==> src/rtl/run_ctrl_seq_pkg.sv <==
// Shared types and helpers for the run-control sequencer.
package run_ctrl_seq_pkg;

  typedef enum logic [2:0] {
    S_RST,
    S_HOLD,
    S_RUN,
    S_DRAIN,
    S_PASS,
    S_ERR,
    S_TMO
  } state_e;

  typedef enum logic [1:0] {
    ST_NONE = 2'b00,
    ST_PASS = 2'b01,
    ST_ERR  = 2'b10,
    ST_TMO  = 2'b11
  } status_e;

  // Width of a down-counter able to hold n (at least one bit).
  function automatic int unsigned cnt_w(input int unsigned n);
    return (n < 2) ? 1 : $clog2(n + 1);
  endfunction

endpackage

==> src/rtl/run_ctrl_seq_if.sv <==
// Core-facing run-control signals: core flags in, reset/status out.
interface run_ctrl_seq_if #(
  parameter int unsigned CNT_W = 32
);
  logic             err;
  logic             halt;
  logic             core_rst;
  logic             running;
  logic             done;
  logic [1:0]       status;
  logic [CNT_W-1:0] cycle_count;

  modport master (
    input  err, halt,
    output core_rst, running, done, status, cycle_count
  );

  modport slave (
    output err, halt,
    input  core_rst, running, done, status, cycle_count
  );
endinterface

==> src/rtl/run_ctrl_seq_sat_counter.sv <==
// Up-counter with synchronous clear and enable that sticks at all-ones.
module run_ctrl_seq_sat_counter #(
  parameter int unsigned CNT_W = 32
) (
  input  logic             clk_i,
  input  logic             clr_i,
  input  logic             en_i,
  output logic [CNT_W-1:0] cnt_o
);
  logic [CNT_W-1:0] cnt_q, cnt_d;

  always_comb begin
    cnt_d = cnt_q;
    if (en_i && (cnt_q != '1)) cnt_d = cnt_q + CNT_W'(1);
    if (clr_i) cnt_d = '0;
  end

  always_ff @(posedge clk_i) cnt_q <= cnt_d;

  assign cnt_o = cnt_q;
endmodule

==> src/rtl/run_ctrl_seq.sv <==
// Run-control sequencer: stretches reset into core reset, counts run cycles,
// and latches a terminal pass/error/timeout status until the next reset.
module run_ctrl_seq
  import run_ctrl_seq_pkg::*;
#(
  parameter int unsigned RST_CYCLES   = 2,
  parameter int unsigned MAX_CYCLES   = 100004,
  parameter int unsigned DRAIN_CYCLES = 4,
  parameter int unsigned CNT_W        = 32
) (
  input  logic           clk_i,
  input  logic           rst_i,
  run_ctrl_seq_if.master bus
);
  localparam int unsigned DW =
    cnt_w((RST_CYCLES > DRAIN_CYCLES) ? RST_CYCLES : DRAIN_CYCLES);
  localparam logic [CNT_W-1:0] MAX_M1 = CNT_W'(MAX_CYCLES - 1);

  state_e           state_q, state_d;
  logic [DW-1:0]    dcnt_q, dcnt_d;
  logic             core_rst_q, core_rst_d;
  logic             running_q, running_d;
  logic             done_q, done_d;
  status_e          status_q, status_d;
  logic [CNT_W-1:0] cnt;

  // HOLD and DRAIN are never active together, so they share one down-counter.
  always_comb begin
    state_d = state_q;
    dcnt_d  = dcnt_q;
    unique case (state_q)
      S_RST: begin
        if (RST_CYCLES == 0) begin
          state_d = S_RUN;
        end else begin
          state_d = S_HOLD;
          dcnt_d  = DW'(RST_CYCLES);
        end
      end
      S_HOLD: begin
        if (dcnt_q <= DW'(1)) state_d = S_RUN;
        else                  dcnt_d  = dcnt_q - DW'(1);
      end
      S_RUN: begin
        if (bus.err) begin
          state_d = S_ERR;
        end else if (bus.halt) begin
          if (DRAIN_CYCLES == 0) begin
            state_d = S_PASS;
          end else begin
            state_d = S_DRAIN;
            dcnt_d  = DW'(DRAIN_CYCLES);
          end
        end else if (cnt == MAX_M1) begin
          state_d = S_TMO;
        end
      end
      S_DRAIN: begin
        if (bus.err)                 state_d = S_ERR;
        else if (dcnt_q <= DW'(1))   state_d = S_PASS;
        else                         dcnt_d  = dcnt_q - DW'(1);
      end
      default: ;
    endcase
    if (rst_i) begin
      state_d = S_RST;
      dcnt_d  = '0;
    end
  end

  // Outputs are decoded from the next state so they change on the same edge.
  always_comb begin
    running_d  = (state_d == S_RUN) || (state_d == S_DRAIN);
    core_rst_d = !running_d;
    done_d     = (state_d == S_PASS) || (state_d == S_ERR) || (state_d == S_TMO);
    case (state_d)
      S_PASS:  status_d = ST_PASS;
      S_ERR:   status_d = ST_ERR;
      S_TMO:   status_d = ST_TMO;
      default: status_d = ST_NONE;
    endcase
  end

  always_ff @(posedge clk_i) begin
    state_q    <= state_d;
    dcnt_q     <= dcnt_d;
    core_rst_q <= core_rst_d;
    running_q  <= running_d;
    done_q     <= done_d;
    status_q   <= status_d;
  end

  run_ctrl_seq_sat_counter #(
    .CNT_W (CNT_W)
  ) u_cycle_cnt (
    .clk_i (clk_i),
    .clr_i (rst_i),
    .en_i  ((state_q == S_RUN) || (state_q == S_DRAIN)),
    .cnt_o (cnt)
  );

  assign bus.core_rst    = core_rst_q;
  assign bus.running     = running_q;
  assign bus.done        = done_q;
  assign bus.status      = status_q;
  assign bus.cycle_count = cnt;
endmodule

==> src/flat_wrapper.sv <==
// flat-port wrapper written by rule: the top's interface ports become plain ports
module run_ctrl_seq_flat import run_ctrl_seq_pkg::*;
#(
  parameter int unsigned RST_CYCLES   = 2,
  parameter int unsigned MAX_CYCLES   = 100004,
  parameter int unsigned DRAIN_CYCLES = 4,
  parameter int unsigned CNT_W        = 32
)
  (clk_i, rst_i, bus_err, bus_halt, bus_core_rst, bus_running, bus_done, bus_status, bus_cycle_count);
  run_ctrl_seq_if #(.CNT_W(CNT_W)) bus_i ();
  input  logic clk_i;
  input  logic rst_i;
  input wire logic [$bits(bus_i.err)-1:0] bus_err;
  input wire logic [$bits(bus_i.halt)-1:0] bus_halt;
  output wire logic [$bits(bus_i.core_rst)-1:0] bus_core_rst;
  output wire logic [$bits(bus_i.running)-1:0] bus_running;
  output wire logic [$bits(bus_i.done)-1:0] bus_done;
  output wire logic [$bits(bus_i.status)-1:0] bus_status;
  output wire logic [$bits(bus_i.cycle_count)-1:0] bus_cycle_count;
  assign bus_i.err = bus_err;
  assign bus_i.halt = bus_halt;
  assign bus_core_rst = bus_i.core_rst;
  assign bus_running = bus_i.running;
  assign bus_done = bus_i.done;
  assign bus_status = bus_i.status;
  assign bus_cycle_count = bus_i.cycle_count;
  run_ctrl_seq #(.RST_CYCLES(RST_CYCLES), .MAX_CYCLES(MAX_CYCLES), .DRAIN_CYCLES(DRAIN_CYCLES), .CNT_W(CNT_W)) u_core (.clk_i(clk_i), .rst_i(rst_i), .bus(bus_i));
endmodule
==> config.mk <==
export PLATFORM = sky130hd
export DESIGN_NAME = run_ctrl_seq_flat
export DESIGN_NICKNAME = d
export VERILOG_FILES = /design/src/rtl/run_ctrl_seq_pkg.sv /design/src/rtl/run_ctrl_seq_if.sv /design/src/rtl/run_ctrl_seq_sat_counter.sv /design/src/rtl/run_ctrl_seq.sv /design/src/flat_wrapper.sv
export SDC_FILE = /design/constraint.sdc
export NUM_CORES = 1
export LEC_CHECK = 0
export CAP_MARGIN = 10
export CORE_UTILIZATION = 41
export CTS_BUF_LIST = sky130_fd_sc_hd__clkbuf_4
export DETAILED_ROUTE_END_ITERATION = 10
export GPL_ROUTABILITY_DRIVEN = 1
export GPL_TIMING_DRIVEN = 0
export PLACE_DENSITY_LB_ADDON = 0.25
export REMOVE_ABC_BUFFERS = 1
export SLEW_MARGIN = 20
export SYNTH_ARGS = -nofsm -noshare
export SYNTH_HDL_FRONTEND = slang
export SYNTH_SLANG_ARGS = --single-unit
==> constraint.sdc <==
create_clock -name clk_i -period 2.05 [get_ports clk_i]
set_input_delay 0.5125 -clock clk_i [delete_from_list [all_inputs] [get_ports clk_i]]
set_output_delay 0.5125 -clock clk_i [all_outputs]
set_load 0.005 [all_outputs]
==> results of run 1 <==
==> what timing repair did <==
item,CTS,global route
cloned,0,2
endpoints found under the setup margin,28,28
endpoints found under the hold margin,0,0
pin swaps,4,11
gates resized for setup,37,42
buffers inserted,4,17
==> critical path, cell delays in order, from the launching register on <==
cell	delay (ns)
dfxtp_4	0.41
nand3_4	0.10
or4_4	0.58
o311ai_4	0.43
nor3_2	0.09
mux2_1	0.31
==> synth_stat cells, types with 2 or more instances <==
library cell / instances
dfxtp_1: 43
a21oi_1: 29
nand2_1: 21
nor2_1: 21
or3_1: 16
nand3_1: 14
o21ai_0: 14
nand4_1: 12
inv_1: 8
nor3_1: 8
nor4_1: 8
clkbuf_1: 7
o31ai_1: 6
or4_1: 6
nor2b_1: 5
nand2b_1: 4
o21ai_1: 4
xor2_1: 4
ha_1: 3
a31o_2: 2
and4_1: 2
buf_1: 2
buf_2: 2
mux2i_1: 2
nand3b_1: 2
o21bai_1: 2
or4_4: 2
xnor2_1: 2
==> power by group through the flow <==
stage               clock (mW)  combinational [mW]  sequential, mW
global placement             0               0.598            1.04
global route             0.585               0.767            1.02
floorplan                    0               0.417            1.03
CTS                      0.542               0.625            1.03
detailed placement           0               0.610            1.04
finish                   0.536               0.701            1.01
==> state kept, by name (all words and copies together), names as in the netlist <==
signal	cells
u_core.bus.core_rst	1
u_core.bus.done	1
u_core.bus.running	1
u_core.bus.status	2
u_core.dcnt_q	3
u_core.state_q	3
u_core.u_cycle_cnt.cnt_o	32
==> area by class of cell <==
type	instances	area, µm²
Clock buffer	5	37.54
Clock inverter	3	38.79
Fill cell	463	1987
Inverter	8	30.03
Multi-Input combinational cell	212	1458
Sequential cell	43	949.7
Tap cell	70	87.58
Timing Repair Buffer	64	616.8
==> kinds of logic after synthesis <==
| logic type | after synthesis | synth area share (%) |
|---|---|---|
| simple gates | 131 | 32.91 |
| buf+inv | 20 | 3.774 |
| mux | 4 | 1.887 |
| compound gates | 68 | 19.26 |
| xor+xnor | 6 | 2.331 |
| flops | 43 | 38.18 |
| fa+ha+maj | 3 | 1.665 |
==> metrics by stage <==
step	std cells	hold WS [ns]	instance area [µm²]	power, mW
2_1_floorplan	263	0.4696	2200	1.444
3_3_place_gp	373	0.4996	2688	1.638
3_5_place_dp	374	0.5055	2710	1.653
4_1_cts	386	0.5259	2924	2.193
5_1_grt	405	0.5447	3218	2.376
6_report	405	0.5187	3218	2.243
==> worst paths after layout <==
path | start | end | slack (ns) | cells after the start
min reg2reg | u_core.dcnt_q[0] | u_core.dcnt_q[0] | 0.52 | 2
min | u_core.dcnt_q[0] | u_core.dcnt_q[0] | 0.52 | 2
max reg2reg | u_core.u_cycle_cnt.cnt_o[5] | u_core.u_cycle_cnt.cnt_o[25] | 0.03 | 5
max | u_core.u_cycle_cnt.cnt_o[5] | u_core.u_cycle_cnt.cnt_o[25] | 0.03 | 5
==> per-layer routing <==
layer / vias up / share of wire, % / wire, µm / global-route usage [%]
met2: 54 / 50 / 2928 / 32.82
li1: 1146 / - / - / -
met4: 0 / 1.2 / 72 / 5.000
met1: 1074 / 45 / 2627 / 25.37
met5: - / 0 / 0 / 0
met3: 8 / 4.5 / 267 / 4.311
==> metrics, run 1 <==
status=finished clean; max cap viols=0; layout cells sized above 1=between 20 and 30%; Routed WL=just under 6000 µm; gr usage total=19.55%; CTS clk-pin slew, worst paths=~0.13 ns; leading cell type in the layout, fill and taps excluded=clkdlybuf4s50_1; Power Dens Cells=approximately 700 nW/µm²; Yosys top cell area share=about two fifths; TritonCTS Buffers=5; WL/cell=~15 µm; # DRC=0; number of global-route vias before repair=slightly below 2000; area leader, netlist=dfxtp_1; Seq pwr share=44.9%; antenna violations before repair=0; Post-synth EDFFs=0; sum of negative setup slack=0 ns; Seq/Total Area, Yosys=a little under two fifths; # setup viols final=0; syn_area_per_cell=between 8 and 9 µm²; initial DRC count=between 80 and 90; Max VDD drop=about 370 µV; Gate power share=between 30% and 40%; routability cong.=~0.77; Fmax=just under 0.5 GHz; main flop type after synthesis=dfxtp_1; endpoint class of the critical path=flop; Pint=roughly 1.5 mW; post-route ant nets=0; Sink Count=between 40 and 50; vias per std cell=5.635; row cnt=26; vias=approximately 2300; switching share of power=between 30% and 40%; TritonRoute pass-1 iters=4; largest net degree at the start of global routing=25; # diodes=0; Layout Utilization=between 60% and 70%; die area=between 5000 and 6000 µm²; Ports=between 40 and 50; fin crit share=just under 100%; Netlist Area Pre-Place=2255 µm²; first-pass GRT wire length=approximately 9300 µm; post-place setup slack=-0.5851 ns; Clk network pwr share=23.9%; Psw=about 0.74 mW; Netlist cell types=52; minimum clock period=between 2 and 2.5 ns; class of the worst hold path=flop to flop; CTS tree=built; CTS Hold Bufs=0; Root Buffer=clkbuf_4; Max FO, Critical Path=8; post-synthesis register bit count=between 40 and 50; Area growth syn-to-layout=42.73%; clk_lat worst skew=0.36 ns; Bufs on Longest Clock Path=2; WS Path Type=flop to flop; most frequent cells in the layout=clkdlybuf4s50_1 (39), a21oi_1 (29), nor2_1 (21), dfxtp_4 (21), nand2_1 (20); Starting Density=a little over two fifths; YS warnings=0; max-slew violations=0; asr flop ratio synth=0%; core area=around 5200 µm²; worst setup margin=a little over 0.03 ns; CTS H-tree depth=2; Critical Path RT=2.31 ns; RSZ-0062 raised after global routing=true; final hold vios=0; IO Port Bufs=40; Max transition margin=between 60 and 70%; Synth Instances=~280; grt total ovfl=0; largest cells by area after synthesis=dfxtp_1 (38%), a21oi_1 (6.4%), or3_1 (4.4%); Final HPWL DP=3656 µm; Leak=roughly 1.0 nW; Startpoint Class=flop; Setup Skew=around 0.009 ns; Slew @ Worst Pin=around 0.57 ns; Nets=341; data arrival time of the critical path=between 2 and 2.5 ns; Die H=76.16 µm; Die Span X=between 70 and 80 µm
(Power assumes the default switching activity.)
==> run 2: changes to the inputs <==
--- a/config.mk
+++ b/config.mk
@@ -6,6 +6,7 @@
 export NUM_CORES = 1
 export LEC_CHECK = 0
 export CAP_MARGIN = 10
+export CORE_MARGIN = 5
 export CORE_UTILIZATION = 41
 export CTS_BUF_LIST = sky130_fd_sc_hd__clkbuf_4
 export DETAILED_ROUTE_END_ITERATION = 10
@@ -13,6 +14,7 @@
 export GPL_TIMING_DRIVEN = 0
 export PLACE_DENSITY_LB_ADDON = 0.25
 export REMOVE_ABC_BUFFERS = 1
+export SETUP_SLACK_MARGIN = 0.3
 export SLEW_MARGIN = 20
 export SYNTH_ARGS = -nofsm -noshare
 export SYNTH_HDL_FRONTEND = slang
==> metrics, run 2 (synthesized netlist as in run 1, its figures left out) <==
worst setup margin=-0.06665 ns; number of global-route vias before repair=about 2400; leading cell type in the layout, fill and taps excluded=buf_4; Critical Path RT=around 2.3 ns; Die Span X=~84 µm; vias per std cell=a little under 6; sum of negative setup slack=-0.5275 ns; Power Dens Cells=approximately 700 nW/µm²; Fmax=0.4724 GHz; status=finished with violations; first-pass GRT wire length=11520 µm; vias=2606; met2 GRT Util=33.86%; Ports=41; post-route ant nets=0; antenna violations before repair=0; data arrival time of the critical path=around 2.4 ns; largest net degree at the start of global routing=26; Nets=386; core area=between 5000 and 6000 µm²; Die H=~84 µm; post-place setup slack=-0.5078 ns; Final HPWL DP=between 3000 and 4000 µm; gr usage total=approximately 20%; design area=just under 4000 µm²; met3 track demand over resource=under 10%; RR Endpoint=u_core.u_cycle_cnt.cnt_o[17]; final hold vios=0; Root Buffer=clkbuf_4; max-slew violations=0; clk_lat worst skew=about 0.37 ns; Max FO, Critical Path=5; Critical R2R Launch=u_core.u_cycle_cnt.cnt_o[15]; endpoint class of the critical path=flop; worst-case reg-to-reg path depth=6; # setup viols final=16; class of the worst hold path=flop to flop; grt peak-use layer=met2; failing checks=setup timing; grt total ovfl=0; Leak=approximately 1.7 nW; Starting Density=between 40% and 50%; # diodes=0; Max transition margin=65.50%; Max VDD drop=554.3 µV; CTS tree=built; Slew @ Worst Pin=~0.52 ns; Tot Pwr=~2.7 mW; IO Port Bufs=40; RSZ-0062 raised after global routing=true; Routed WL=just under 8000 µm; row cnt=27; Placed Instance Area=2713 µm²; crit path capture=u_core.u_cycle_cnt.cnt_o[17]; Worst R2R Setup Slack=-0.07 ns; Area growth syn-to-layout=71.98%; # DRC=0; CTS H-tree depth=2; Startpoint Class=flop; TritonRoute pass-1 iters=4; Worst Setup SP=u_core.u_cycle_cnt.cnt_o[15]; max FFs per register=32; die area=between 7000 and 8000 µm²; max cap viols=0; Bufs on Longest Clock Path=2; most frequent cells in the layout=buf_4 (52), dfxtp_4 (34), a21oi_1 (24), dlygate4sd2_1 (24); routability cong.=between 0.7 and 0.8; WL/cell=17.21 µm; fin crit share=103.3%; Setup Skew=roughly 0.017 ns; CTS clk-pin slew, worst paths=approximately 0.14 ns; layout cells sized above 1=approximately 46%; GR Util met1=around a quarter; initial DRC count=146; TritonCTS Buffers=5; Sink Count=43; WS Path Type=flop to flop; minimum clock period=between 2 and 2.5 ns
[run 2: stage by stage]
step                hold WS [ns]  std cells  utilization [%]
finish                    0.5041        452            71.29
global route              0.5280        452            71.29
CTS                       0.5096        425            62.66
detailed placement        0.5081        376            49.87
global placement          0.5005        375            49.46
floorplan                 0.4696        263                -
[run 2: timing repair]
item,in CTS,in global routing
pin swaps,19,35
setup buffers,40,27
cloned,1,0
hold buffers,0,0
endpoints found under the setup margin,68,47
resized for setup,119,72
[run 2: layout make-up]
class	instances	area [µm²]
Sequential cell	43	994.7
Clock inverter	2	60.06
Clock buffer	6	45.04
Fill cell	379	1562
Multi-Input combinational cell	213	1684
Timing Repair Buffer	108	973.4
Tap cell	72	90.09
Inverter	8	30.03
[run 2: power by group]
group          internal, mW  switching (mW)  total [mW]
registers             0.911          0.0855       0.997
logic                 0.521           0.493        1.01
clock network         0.394           0.293       0.687
[run 2: how the worst min path moves through the flow]
stage | slack (ns) | cells after the start | to | startpoint
after detailed placement | 0.51 | 2 | u_core.dcnt_q[1] | u_core.dcnt_q[1]
after global placement | 0.50 | 2 | u_core.dcnt_q[1] | u_core.dcnt_q[1]
after floorplan | 0.47 | 2 | u_core.dcnt_q[1] | u_core.dcnt_q[1]
after global routing | 0.53 | 2 | u_core.dcnt_q[1] | u_core.dcnt_q[1]
after CTS | 0.51 | 2 | u_core.u_cycle_cnt.cnt_o[29] | u_core.u_cycle_cnt.cnt_o[29]
final | 0.50 | 2 | u_core.dcnt_q[1] | u_core.dcnt_q[1]
[run 2: critical path, cell delays in order, from the launching register on]
cell      delay, ns
dfxtp_4        0.38
nand4_1        0.25
or4_4          0.61
o311ai_4       0.37
buf_6          0.19
xor2_1         0.15
nor2_1         0.06
[run 2: metal layers]
layer  up-vias  part of all wire [%]
met1      1248                    43
met3        21                   4.7
li1       1248                     -
met2        89                    50
met4         0                   3.0
met5         -                     0
